===== config.mk =====
export PLATFORM = sky130hd
export DESIGN_NAME = carfield_l2_port_splitter
export DESIGN_NICKNAME = d
export VERILOG_FILES = /design/src/rtl/carfield_l2_port_splitter.sv
export SDC_FILE = /design/constraint.sdc
export NUM_CORES = 1
export LEC_CHECK = 0
export BUFFER_PORTS_ARGS = -buffer_cell sky130_fd_sc_hd__buf_4
export CORE_AREA = 10 10 211 213
export CTS_CLUSTER_DIAMETER = 120
export CTS_CLUSTER_SIZE = 16
export DETAILED_ROUTE_END_ITERATION = 8
export DIE_AREA = 0 0 221 223
export HOLD_SLACK_MARGIN = 0.03
export SETUP_SLACK_MARGIN = 0.3
export SLEW_MARGIN = 0
export SYNTH_ARGS = -nofsm -noshare
export SYNTH_HDL_FRONTEND = slang
export SYNTH_SLANG_ARGS = --single-unit

===== constraint.sdc =====
create_clock -name clk_i -period 2.9 [get_ports clk_i]
set_clock_uncertainty 0.1 [all_clocks]
set_input_delay 0.435 -clock clk_i [delete_from_list [all_inputs] [get_ports clk_i]]
set_output_delay 0.435 -clock clk_i [all_outputs]
set_load 0.05 [all_outputs]

===== src/rtl/carfield_l2_port_splitter.sv =====
// Carfield L2 port splitter: routes one upstream request stream to one of two
// L2 ports (or an internal error responder) based on the address window, while
// keeping all outstanding requests on a single target so responses stay ordered.
module carfield_l2_port_splitter #(
    parameter int unsigned AddrWidth      = 48,
    parameter int unsigned DataWidth      = 64,
    parameter logic [63:0] L2Port0Base    = 64'h0000_0000_7800_0000,
    parameter logic [63:0] L2Port0Size    = 64'h0000_0000_0020_0000,
    parameter logic [63:0] L2Port1Base    = 64'h0000_0000_7820_0000,
    parameter logic [63:0] L2Port1Size    = 64'h0000_0000_0020_0000,
    parameter int unsigned MaxOutstanding = 4
) (
    input  logic                   clk_i,
    input  logic                   rst_ni,
    // upstream
    input  logic                   req_i,
    output logic                   gnt_o,
    input  logic [AddrWidth-1:0]   addr_i,
    input  logic                   we_i,
    input  logic [DataWidth-1:0]   wdata_i,
    input  logic [DataWidth/8-1:0] be_i,
    output logic                   rvalid_o,
    output logic [DataWidth-1:0]   rdata_o,
    output logic                   err_o,
    // port 0
    output logic                   m0_req_o,
    input  logic                   m0_gnt_i,
    output logic [AddrWidth-1:0]   m0_addr_o,
    output logic                   m0_we_o,
    output logic [DataWidth-1:0]   m0_wdata_o,
    output logic [DataWidth/8-1:0] m0_be_o,
    input  logic                   m0_rvalid_i,
    input  logic [DataWidth-1:0]   m0_rdata_i,
    // port 1
    output logic                   m1_req_o,
    input  logic                   m1_gnt_i,
    output logic [AddrWidth-1:0]   m1_addr_o,
    output logic                   m1_we_o,
    output logic [DataWidth-1:0]   m1_wdata_o,
    output logic [DataWidth/8-1:0] m1_be_o,
    input  logic                   m1_rvalid_i,
    input  logic [DataWidth-1:0]   m1_rdata_i,
    // status
    output logic                   spurious_o
);

    localparam int unsigned CntW = $clog2(MaxOutstanding + 1);
    localparam logic [CntW-1:0] MaxCnt  = CntW'(MaxOutstanding);
    localparam logic [CntW-1:0] CntZero = {CntW{1'b0}};
    localparam logic [CntW-1:0] CntOne  = {{(CntW-1){1'b0}}, 1'b1};
    localparam logic [63:0] L2Port0End = L2Port0Base + L2Port0Size;
    localparam logic [63:0] L2Port1End = L2Port1Base + L2Port1Size;

    typedef enum logic [1:0] {
        ST_IDLE     = 2'd0,
        ST_BUSY_P0  = 2'd1,
        ST_BUSY_P1  = 2'd2,
        ST_BUSY_ERR = 2'd3
    } state_e;

    typedef enum logic [1:0] {
        TGT_P0  = 2'd0,
        TGT_P1  = 2'd1,
        TGT_ERR = 2'd2
    } tgt_e;

    state_e          state_q, state_d;
    logic [CntW-1:0] cnt_q, cnt_d;
    logic            spurious_q, spurious_d;

    logic [63:0] addr_ext;
    tgt_e        tgt;
    logic        eligible;
    logic        accept;
    logic        complete;

    // Address passthrough: the selected port's req is the only qualifier.
    assign m0_addr_o  = addr_i;
    assign m0_we_o    = we_i;
    assign m0_wdata_o = wdata_i;
    assign m0_be_o    = be_i;
    assign m1_addr_o  = addr_i;
    assign m1_we_o    = we_i;
    assign m1_wdata_o = wdata_i;
    assign m1_be_o    = be_i;
    assign spurious_o = spurious_q;

    // Decode the target window from the zero-extended address.
    always_comb begin
        addr_ext = 64'(addr_i);
        if ((addr_ext >= L2Port0Base) && (addr_ext < L2Port0End)) begin
            tgt = TGT_P0;
        end else if ((addr_ext >= L2Port1Base) && (addr_ext < L2Port1End)) begin
            tgt = TGT_P1;
        end else begin
            tgt = TGT_ERR;
        end
    end

    // Request side: issue only when capacity remains and the target matches the busy one.
    always_comb begin
        eligible = 1'b0;
        m0_req_o = 1'b0;
        m1_req_o = 1'b0;
        gnt_o    = 1'b0;
        if (cnt_q < MaxCnt) begin
            case (state_q)
                ST_IDLE:     eligible = 1'b1;
                ST_BUSY_P0:  eligible = (tgt == TGT_P0);
                ST_BUSY_P1:  eligible = (tgt == TGT_P1);
                ST_BUSY_ERR: eligible = (tgt == TGT_ERR);
                default:     eligible = 1'b0;
            endcase
        end else begin
            eligible = 1'b0;
        end
        if (eligible) begin
            case (tgt)
                TGT_P0: begin
                    m0_req_o = req_i;
                    gnt_o    = req_i & m0_gnt_i;
                end
                TGT_P1: begin
                    m1_req_o = req_i;
                    gnt_o    = req_i & m1_gnt_i;
                end
                TGT_ERR: gnt_o = req_i;
                default: gnt_o = 1'b0;
            endcase
        end else begin
            gnt_o = 1'b0;
        end
    end

    assign accept = req_i & gnt_o;

    // Response side: forward the busy port's response or generate error responses.
    always_comb begin
        rvalid_o   = 1'b0;
        rdata_o    = {DataWidth{1'b0}};
        err_o      = 1'b0;
        complete   = 1'b0;
        spurious_d = spurious_q;
        case (state_q)
            ST_BUSY_P0: begin
                if (m0_rvalid_i && (cnt_q != CntZero)) begin
                    rvalid_o = 1'b1;
                    rdata_o  = m0_rdata_i;
                    complete = 1'b1;
                end else begin
                    complete = 1'b0;
                end
            end
            ST_BUSY_P1: begin
                if (m1_rvalid_i && (cnt_q != CntZero)) begin
                    rvalid_o = 1'b1;
                    rdata_o  = m1_rdata_i;
                    complete = 1'b1;
                end else begin
                    complete = 1'b0;
                end
            end
            ST_BUSY_ERR: begin
                if (cnt_q != CntZero) begin
                    rvalid_o = 1'b1;
                    err_o    = 1'b1;
                    complete = 1'b1;
                end else begin
                    complete = 1'b0;
                end
            end
            default: complete = 1'b0;
        endcase
        // Any response from a port that is not the one we are waiting on is dropped and flagged.
        if ((m0_rvalid_i && !((state_q == ST_BUSY_P0) && (cnt_q != CntZero))) ||
            (m1_rvalid_i && !((state_q == ST_BUSY_P1) && (cnt_q != CntZero)))) begin
            spurious_d = 1'b1;
        end else begin
            spurious_d = spurious_q;
        end
    end

    // Next-state and outstanding-count update.
    always_comb begin
        state_d = state_q;
        cnt_d   = cnt_q;
        case ({accept, complete})
            2'b10:   cnt_d = cnt_q + CntOne;
            2'b01:   cnt_d = cnt_q - CntOne;
            default: cnt_d = cnt_q;
        endcase
        if (accept) begin
            case (tgt)
                TGT_P0:  state_d = ST_BUSY_P0;
                TGT_P1:  state_d = ST_BUSY_P1;
                TGT_ERR: state_d = ST_BUSY_ERR;
                default: state_d = ST_IDLE;
            endcase
        end else if (cnt_d == CntZero) begin
            state_d = ST_IDLE;
        end else begin
            state_d = state_q;
        end
    end

    // State, counter and sticky spurious flag registers.
    always_ff @(posedge clk_i or negedge rst_ni) begin
        if (!rst_ni) begin
            state_q    <= ST_IDLE;
            cnt_q      <= CntZero;
            spurious_q <= 1'b0;
        end else begin
            state_q    <= state_d;
            cnt_q      <= cnt_d;
            spurious_q <= spurious_d;
        end
    end

endmodule


==> reports/metrics.csv <==
metric;value;unit
Final Total Pwr;4.66;mW
min Tclk post-route;3560;ps
number of global-route vias before repair;3838;
die area;49300;sq um
initial core utilization;0.0837;
largest cells by area after synthesis;buf_4 (54%), a22oi_1 (14%), nor2b_1 (12%), dfrtp_1 (4.4%), ha_1 (2.2%);
failing checks;setup timing;
FP Rows;74;
final worst slack;-656;ps
Avg Vias per Cell;3.13;
fin util;0.138;
post-synthesis register bit count;6;
Power Internal;2.13;mW
WS Path Type;in2reg;
remaining antenna violation count;0;
Worst Hold Path EP;spurious_o;
Hold Crit Depth;2;
reg2reg start;state_q[0];
switching share of power;0.544;
total track usage;0.0805;
Netlist cell types;30;
Synth-to-Final Area Change;65.0;%
flop2flop setup slack;-40;ps
first-pass GRT wire length;28900;um
Placeable Area;40400;sq um
dpl hpwl;14700;um
crit share post-route;1.23;
final setup vio count;7;
Pins Over Slew Limit;0;
routed vias;3397;
initial antenna violation count;0;
Post-Syn Nets;718;
multi-input logic area;1560;sq um
Yosys top cell by area;buf_4;
Worst-Skew Late Latency;230;ps
drt pass-1 iters;4;
Iteration-0 DRC Markers;97;
maximum fanout along the worst path;2;
H-tree depth;1;
max_slew headroom;0.744;
Fin. Hold Viols;0;
Async SR Flop Fraction;1.00;
Post-Route Setup TNS;-2550;ps
Max Clk Rate;0.281;GHz
Non-Filler Cell Area, Final;5570;sq um
sequential fraction of the synthesis area;0.0444;
fin nets;817;
placed instance count;1047;
Die Y;223;um
non-filler instance count after layout;1085;
most frequent cells after synthesis;buf_4 (242), nor2b_1 (66), a22oi_1 (64), clkbuf_1 (14);
DP Area;4760;sq um
CTS Buf Count;3;
Synth Flop Type;dfrtp_1;
Flop pwr share;0.034;
# IOs;568;
hold_sp;m1_rvalid_i;
Pleak;2.40;nW
CP Capture Type;flop;
Syn Area/Cell;7.42;sq um
Worst-Margin Slew;382;ps
status;finished with violations;
Die Wd;221;um
CP arrival;3560;ps
RR Endpoint;state_q[1];
port bufs;285;
DRC viols;0;
Post-Syn Instances;455;
Hold Slack;378;ps
Synth Warn #;0;
CTS root buf;clkbuf_16;
R2R depth;16;
most frequent cell after synthesis;buf_4;
FF/Latch Area;150;sq um
gpl congestion;0.783;
final WL;21800;um
Pwr Density;836;nW/um^2
Worst EP required;2910;ps
CTS Sinks;6;
Worst VDD drop;0.299;mV
share of cells above drive strength 1;0.799;
total gr overflow;0;
EDFF count, synth;0;
clock slew at reported path FFs;30;ps
post-synth top area share;0.538;
Hold Crit Class;in2reg;
number of max-cap violations;0;
Comb pwr share;0.918;
type of origin of the critical path;input port;
CTS tree;built;
NetSw;2.54;mW
DR WL/cell;20.1;um
maximum buffer depth of the clock tree;2;
Cell Area, Synth;3380;sq um
pin count of the biggest net entering global routing;38;
RSZ-0062 raised after global routing;yes;
Post-Place Worst Slack;-946;ps
Filler cells;4553;
Clock power frac;0.048;
## power by group through the flow
stage / clock [mW] / sequential (mW) / combinational (mW)
6_report: 0.223 / 0.157 / 4.28
5_1_grt: 0.228 / 0.161 / 4.55
4_1_cts: 0.225 / 0.151 / 4.18
3_5_place_dp: 0 / 0.149 / 3.54
3_3_place_gp: 0 / 0.147 / 3.49
2_1_floorplan: 0 / 0.145 / 3.09
## worst max-delay path by stage
stage               slack [ps]  cells past startpoint         end       start
floorplan                 -700                     19  state_q[0]  addr_i[38]
global placement          -850                     20  state_q[0]  addr_i[34]
detailed placement        -950                     20  state_q[1]  addr_i[34]
CTS                       -540                     20  state_q[0]  addr_i[34]
global route              -850                     20  state_q[0]  addr_i[34]
finish                    -660                     20  state_q[1]  addr_i[34]
## area by class of cell
class	count	area share
timing repair buffer	357	0.555
multi-input combinational	179	0.280
tap	532	0.119
sequential	6	0.0269
clock buffer	3	0.0135
inverter	7	0.00471
antenna	1	0.000449
## layer usage
metal	GRT usage	routed length, um	up-vias	share of wire
met1	0.0866	8240	1483	0.38
li1	-	-	1489	-
met2	0.136	10400	360	0.48
met5	0	0	-	0
met4	0.0334	901	0	0.041
met3	0.0348	2280	65	0.10
## kinds of logic after synthesis
| family | Yosys count | share of synthesized area |
|---|---|---|
| mux | 3 | 0.0119 |
| compound gates | 71 | 0.161 |
| buf+inv | 270 | 0.569 |
| flops | 6 | 0.0444 |
| simple gates | 95 | 0.177 |
| fa+ha+maj | 7 | 0.0281 |
| xor+xnor | 3 | 0.00778 |
## sequential cells by signal, summed over array words and instances (netlist names)
register,count
cnt_q,3
spurious_o,1
state_q,2
## what timing repair did
action,in CTS,in global routing
resized for setup,63,15
pin swaps,11,2
gates cloned,9,1
hold buffers,1,0
endpoints found under the setup margin,72,72
buffers inserted,18,5
endpoints found under the hold margin,6,0
## cell usage in the layout (no fill, tap or decap), types with 2 or more instances in the layout
master | Yosys | layout
clkbuf_16 | 0 | 4
mux2_4 | 2 | 2
and3_4 | 0 | 2
nand4_1 | 3 | 3
a22oi_2 | 0 | 4
nor4_4 | 1 | 4
dfrtp_1 | 6 | 6
buf_8 | 0 | 3
nor2b_1 | 66 | 14
nor2b_2 | 0 | 51
nor2_1 | 7 | 6
ha_2 | 0 | 3
buf_6 | 0 | 30
buf_4 | 242 | 308
a22oi_1 | 64 | 60
inv_1 | 7 | 3
buf_12 | 0 | 3
nand2_1 | 5 | 5
nor3_1 | 3 | 2
buf_16 | 0 | 11
ha_4 | 0 | 2
inv_2 | 0 | 4
## worst max-delay path: stages
cell     delay, ps
buf_8          100
nor4_4         270
nand4_1        170
nor2_1         170
nand4_1        150
ha_2           230
a21oi_2        140
o41ai_2         90
o211a_1        240
o21a_4         130
inv_2           60
ha_4           130
inv_2           40
fa_2           330
xor2_1         150
nor2_1         160
xnor2_2         90
nor3_2         150
nor2_1          70
mux2_4         260
Note: power is estimated with default switching activity, not from simulation.
